## config.mk

```make
export PLATFORM = sky130hd
export DESIGN_NAME = pipelined_addsub
export DESIGN_NICKNAME = d
export VERILOG_FILES = /design/src/rtl/pipelined_addsub.sv
export SDC_FILE = /design/constraint.sdc
export NUM_CORES = 1
export LEC_CHECK = 0
export CAP_MARGIN = 20
export CORE_AREA = 2 2 153 192
export CTS_BUF_LIST = sky130_fd_sc_hd__clkbuf_8
export DETAILED_ROUTE_END_ITERATION = 8
export DIE_AREA = 0 0 155 194
export PLACE_DENSITY = 0.48
export SYNTH_ARGS = -nofsm -noshare
export SYNTH_HDL_FRONTEND = slang
export SYNTH_SLANG_ARGS = --single-unit
```

## constraint.sdc

```tcl
create_clock -name clk -period 8 [get_ports clk]
set_clock_uncertainty 0.1 [all_clocks]
set_input_delay 1.6 -clock clk [delete_from_list [all_inputs] [get_ports clk]]
set_output_delay 1.6 -clock clk [all_outputs]
set_load 0.03 [all_outputs]
```

## src/rtl/pipelined_addsub.sv

```systemverilog
// pipelined_addsub: WIDTH-bit add/subtract unit with carry-in, split into
// CHUNK-bit carry-skewed pipeline stages (latency STAGES = WIDTH/CHUNK).
// Valid/ready handshake on both sides; downstream backpressure stalls
// every stage at once, bubbles included.
module pipelined_addsub #(
  parameter int WIDTH = 32,
  parameter int CHUNK = 8
) (
  input  logic             clk,
  input  logic             reset,
  input  logic             in_valid,
  output logic             in_ready,
  input  logic [WIDTH-1:0] a,
  input  logic [WIDTH-1:0] b,
  input  logic             cin,
  input  logic             sub,
  output logic             out_valid,
  input  logic             out_ready,
  output logic [WIDTH-1:0] sum,
  output logic             cout,
  output logic             overflow
);

  localparam int STAGES = WIDTH / CHUNK;

  // Chunks must tile the operand exactly.
  if ((WIDTH % CHUNK) != 0) begin : g_bad_chunk
    $error("pipelined_addsub: WIDTH must be a multiple of CHUNK");
  end

  // Per-stage inputs (from the previous stage, or operand conditioning).
  // x carries finished sum chunks below the current chunk and the
  // not-yet-added operand A chunks above it; y carries the conditioned B.
  logic [WIDTH-1:0] x_in  [STAGES];
  logic [WIDTH-1:0] y_in  [STAGES];
  logic             c_in  [STAGES];
  logic             v_in  [STAGES];

  // Per-stage registered outputs.
  logic [WIDTH-1:0] x_out [STAGES];
  logic [WIDTH-1:0] y_out [STAGES];
  logic             c_out [STAGES];
  logic             v_out [STAGES];

  logic             overflow_reg;
  logic             stall;

  // Global stall: the result beat at the output is not being taken.
  assign stall    = v_out[STAGES-1] & ~out_ready;
  assign in_ready = ~stall;

  for (genvar gi = 0; gi < STAGES; gi++) begin : g_stage
    localparam int LO = gi * CHUNK;

    logic [CHUNK:0]   chunk_sum;
    logic [WIDTH-1:0] x_next;
    logic [WIDTH-1:0] x_reg;
    logic [WIDTH-1:0] y_reg;
    logic             c_reg;
    logic             v_reg;

    if (gi == 0) begin : g_first
      // Subtraction is a + ~b + 1; carry-in is ignored in that mode.
      assign x_in[gi] = a;
      assign y_in[gi] = sub ? ~b : b;
      assign c_in[gi] = sub | cin;
      assign v_in[gi] = in_valid;
    end else begin : g_chain
      assign x_in[gi] = x_out[gi-1];
      assign y_in[gi] = y_out[gi-1];
      assign c_in[gi] = c_out[gi-1];
      assign v_in[gi] = v_out[gi-1];
    end

    assign chunk_sum = {1'b0, x_in[gi][LO +: CHUNK]}
                     + {1'b0, y_in[gi][LO +: CHUNK]}
                     + {{CHUNK{1'b0}}, c_in[gi]};

    // Replace this stage's operand chunk with its finished sum chunk.
    always_comb begin
      x_next               = x_in[gi];
      x_next[LO +: CHUNK]  = chunk_sum[CHUNK-1:0];
    end

    // Stage register: advances only when the pipeline is not stalled.
    always_ff @(posedge clk or posedge reset) begin
      if (reset) begin
        v_reg <= 1'b0;
        x_reg <= '0;
        y_reg <= '0;
        c_reg <= 1'b0;
      end else if (!stall) begin
        v_reg <= v_in[gi];
        x_reg <= x_next;
        y_reg <= y_in[gi];
        c_reg <= chunk_sum[CHUNK];
      end
    end

    assign x_out[gi] = x_reg;
    assign y_out[gi] = y_reg;
    assign c_out[gi] = c_reg;
    assign v_out[gi] = v_reg;

    if (gi == STAGES - 1) begin : g_last
      // Signed overflow: carry into the MSB (recovered from the MSB sum
      // bit and its operands) XOR carry out of the MSB.
      always_ff @(posedge clk or posedge reset) begin
        if (reset) begin
          overflow_reg <= 1'b0;
        end else if (!stall) begin
          overflow_reg <= chunk_sum[CHUNK]
                        ^ (x_in[gi][WIDTH-1] ^ y_in[gi][WIDTH-1] ^ chunk_sum[CHUNK-1]);
        end
      end
    end
  end

  assign out_valid = v_out[STAGES-1];
  assign sum       = x_out[STAGES-1];
  assign cout      = c_out[STAGES-1];
  assign overflow  = overflow_reg;

endmodule

```

==> results by group <==
STA
  – Min Tclk post-route: 5043 ps
  – Final Hold Viols: 0
  – Least-Margin Pin Slew: 926.2 ps
  – Final Slew Violations: 0
  – Final setup viols: 0
  – RSZ-0062 raised after global routing: false
  – Slew headroom: 38.25%
  – Setup TNS: 0 ps
  – Final hold slack: 366.4 ps
  – Fmax: 198.3 MHz
  – Final worst-path cycle share: 63.03%

Floorplanning
  – Core area: 28230 um^2
  – Die Span X: 155 um
  – Die area: 30070 um^2
  – Die Y-Extent: 194 um
  – FP Rows: 69
  – IO Count: 106
  – Initial Util: 29.65%

Cells and area
  – Final nets: 1109
  – Utilization after layout: 35.92%
  – Layout cell share with drive strength beyond 1: 4.823%
  – Layout area overhead: 21.15%
  – Post-Layout Cell Count: 1371
  – Largest register FFs: 96
  – Ant. Diodes: 0

Clock network
  – Num CTS Buffers: 17
  – CTS HTree Levels: 4
  – CTS Sinks: 185
  – TritonCTS clock tree: yes
  – CTS Hold Bufs: 0
  – Clk_lat worst skew: 460 ps
  – CTS root buffer: clkbuf_8
  – Post-CTS Resized: 0
  – Worst-path clk slew: 100 ps
  – # Post-CTS Setup Buffers: 0
  – Bufs on Longest Clock Path: 2

Pwr
  – Pwr Density: 382.4 nW/um^2
  – P_int: 2.313 mW
  – Clk pwr share: 17.1%
  – Comb pwr share: 41.9%
  – Maximum vdd ir drop: 176.1 uV
  – Static Leak: 4.845 nW
  – Sw Share: 40.35%
  – Reg power frac: 41.0%
  – Net switching power: 1.565 mW

Flow run
  – Max cap viols: 0

GRT
  – Grt ovf: 0
  – Antenna violations before repair: 0
  – First-pass GRT wire length: 30.09 mm
  – Pin count of the biggest net entering global routing: 216
  – Vias in the first global route: 5939
  – Total GRT Usage: 12.43%

Worst setup path
  – Critical Path Fanout Max: 52
  – R2r setup slk: 5380 ps
  – CP Data Required Time: 6300 ps
  – CP endpoint kind: output port
  – Arrival @ worst endpoint: 3340 ps
  – Crit Path Category: in2out
  – Startpoint Class: input pin

Routing
  – Final WL: 17.73 mm
  – Pre-Repair DR Iteration Count: 4
  – DRT iter0 DRCs: 231
  – ANT nets after route: 0
  – Vias: 5938
  – Wire length per cell: 12.93 um
  – DR vias/cell: 4.331
  – DR DRC count: 0

Place
  – GPL Wtd Cong: 0.7539
  – DP Cell Count: 1339
  – I/O Buffers: 105
  – DP HPWL: 11.46 mm

Run status
  – Status: finished clean

Logic synthesis
  – Warnings from Yosys: 0
  – Syn_area_per_cell: 9.108 um^2
  – Number of synthesized flops with an enable pin: 0
  – Sequential fraction of the synthesis area: 55.31%
  – Async SR Flop Fraction: 100.0%
  – Post-Synthesis Cells: 919
  – Mapped cell area: 8371 um^2
  – Yosys reg bits: 185
  – Syn Nets: 1025
  – Number of library cell types mapped by synthesis: 43
  – Top_reg_cell synth: dfrtp_1

Min path
  – Hold/Removal Path Class: reg2reg
==> layer usage <==
metal  track usage, %  wire length (um)  vias up
met5                0                 0        -
met2            19.72              8353       74
met3            2.682               538       15
met4            4.458               302        0
li1                 -                 -     3098
met1            16.76              8533     2751
==> power groups by stage <==
stage / Clock [mW] / Combinational, mW / Sequential [mW]
6_report: 0.665 / 1.62 / 1.59
5_1_grt: 0.736 / 1.87 / 1.65
4_1_cts: 0.699 / 1.66 / 1.60
3_5_place_dp: 0 / 1.66 / 1.62
3_3_place_gp: 0 / 1.64 / 1.61
2_1_floorplan: 0 / 1.02 / 1.72
==> path summary, 6_finish.rpt <==
path,from,endpoint,depth (start not counted)
setup / recovery,out_ready,in_ready,4
hold reg to reg,g_stage[2].v_reg,g_stage[2].v_reg,2
hold / removal,g_stage[2].v_reg,g_stage[2].v_reg,2
min in group asynchronous,reset,sum[12],2
max in group asynchronous,reset,g_stage[2].y_reg[28],3
setup reg to reg,out_valid,g_stage[1].c_reg,7
==> cell usage after synthesis, types with 8 or more instances <==
cell type  number  area [um^2]
inv_1          15        56.30
o21ai_0        45        225.2
fa_1            8        160.2
a21oi_1        24        120.1
dfrtp_1       185         4629
buf_2          10        50.05
ha_1           28        350.3
nor2_1         27        101.4
nand2_1       429         1610
buf_1          10        37.54
xnor2_1        28        245.2
xor2_1         23        201.4
clkbuf_1       22        82.58
==> stage by stage <==
| stage | instance area (um^2) | worst slack, ps | total power [mW] |
|---|---|---|---|
| 2_1_floorplan | 8371 | 1271 | 2.742 |
| 3_3_place_gp | 9719 | 2944 | 3.246 |
| 3_5_place_dp | 9719 | 2945 | 3.275 |
| 4_1_cts | 10140 | 2934 | 3.964 |
| 5_1_grt | 10140 | 2887 | 4.253 |
| 6_report | 10140 | 2957 | 3.878 |
==> cell usage in the layout (no fill, tap or decap), types with 2 or more instances in the layout <==
cell type | Yosys | layout
a211oi_1 | 5 | 5
a21o_1 | 3 | 3
a21oi_1 | 24 | 24
a21oi_2 | 2 | 2
a31oi_1 | 3 | 3
and3b_1 | 2 | 2
buf_4 | 0 | 4
bufinv_16 | 0 | 2
clkbuf_8 | 2 | 17
clkdlybuf4s50_1 | 0 | 104
clkinvlp_4 | 0 | 5
dfrtp_1 | 185 | 185
fa_1 | 8 | 8
ha_1 | 28 | 28
inv_1 | 15 | 14
inv_8 | 0 | 6
nand2_1 | 429 | 429
nand2b_1 | 3 | 3
nor2_1 | 27 | 27
nor3_1 | 6 | 6
nor3b_1 | 2 | 2
o2111ai_1 | 2 | 2
o211ai_1 | 5 | 5
o21ai_0 | 45 | 45
o21bai_1 | 3 | 3
o31ai_1 | 4 | 4
o41a_1 | 2 | 2
or2_2 | 3 | 3
or3_1 | 3 | 3
xnor2_1 | 28 | 28
xor2_1 | 23 | 23
==> logic make-up after synthesis <==
group | count (synthesis) | synth area share (%)
flops | 185 | 55.31
simple gates | 480 | 22.27
fa+ha+maj | 36 | 6.099
buf+inv | 61 | 3.214
xor+xnor | 51 | 5.336
compound gates | 106 | 7.773
==> area by class of cell <==
class                      instances  area (um^2)
sequential                       185         4629
clock inverter                    15        187.7
timing repair buffer             110         1096
fill                            2939        18090
inverter                          16        70.07
clock buffer                      17        234.0
multi-input combinational        673         3480
tap                              355        444.2
==> worst max-delay path, cell delays in order <==
cell and delay [ps]:
clkdlybuf4s50_1 500, nor2b_4 70, inv_4 370, clkdlybuf4s50_1 770
No activity file was read; power rests on OpenSTA's default activity.
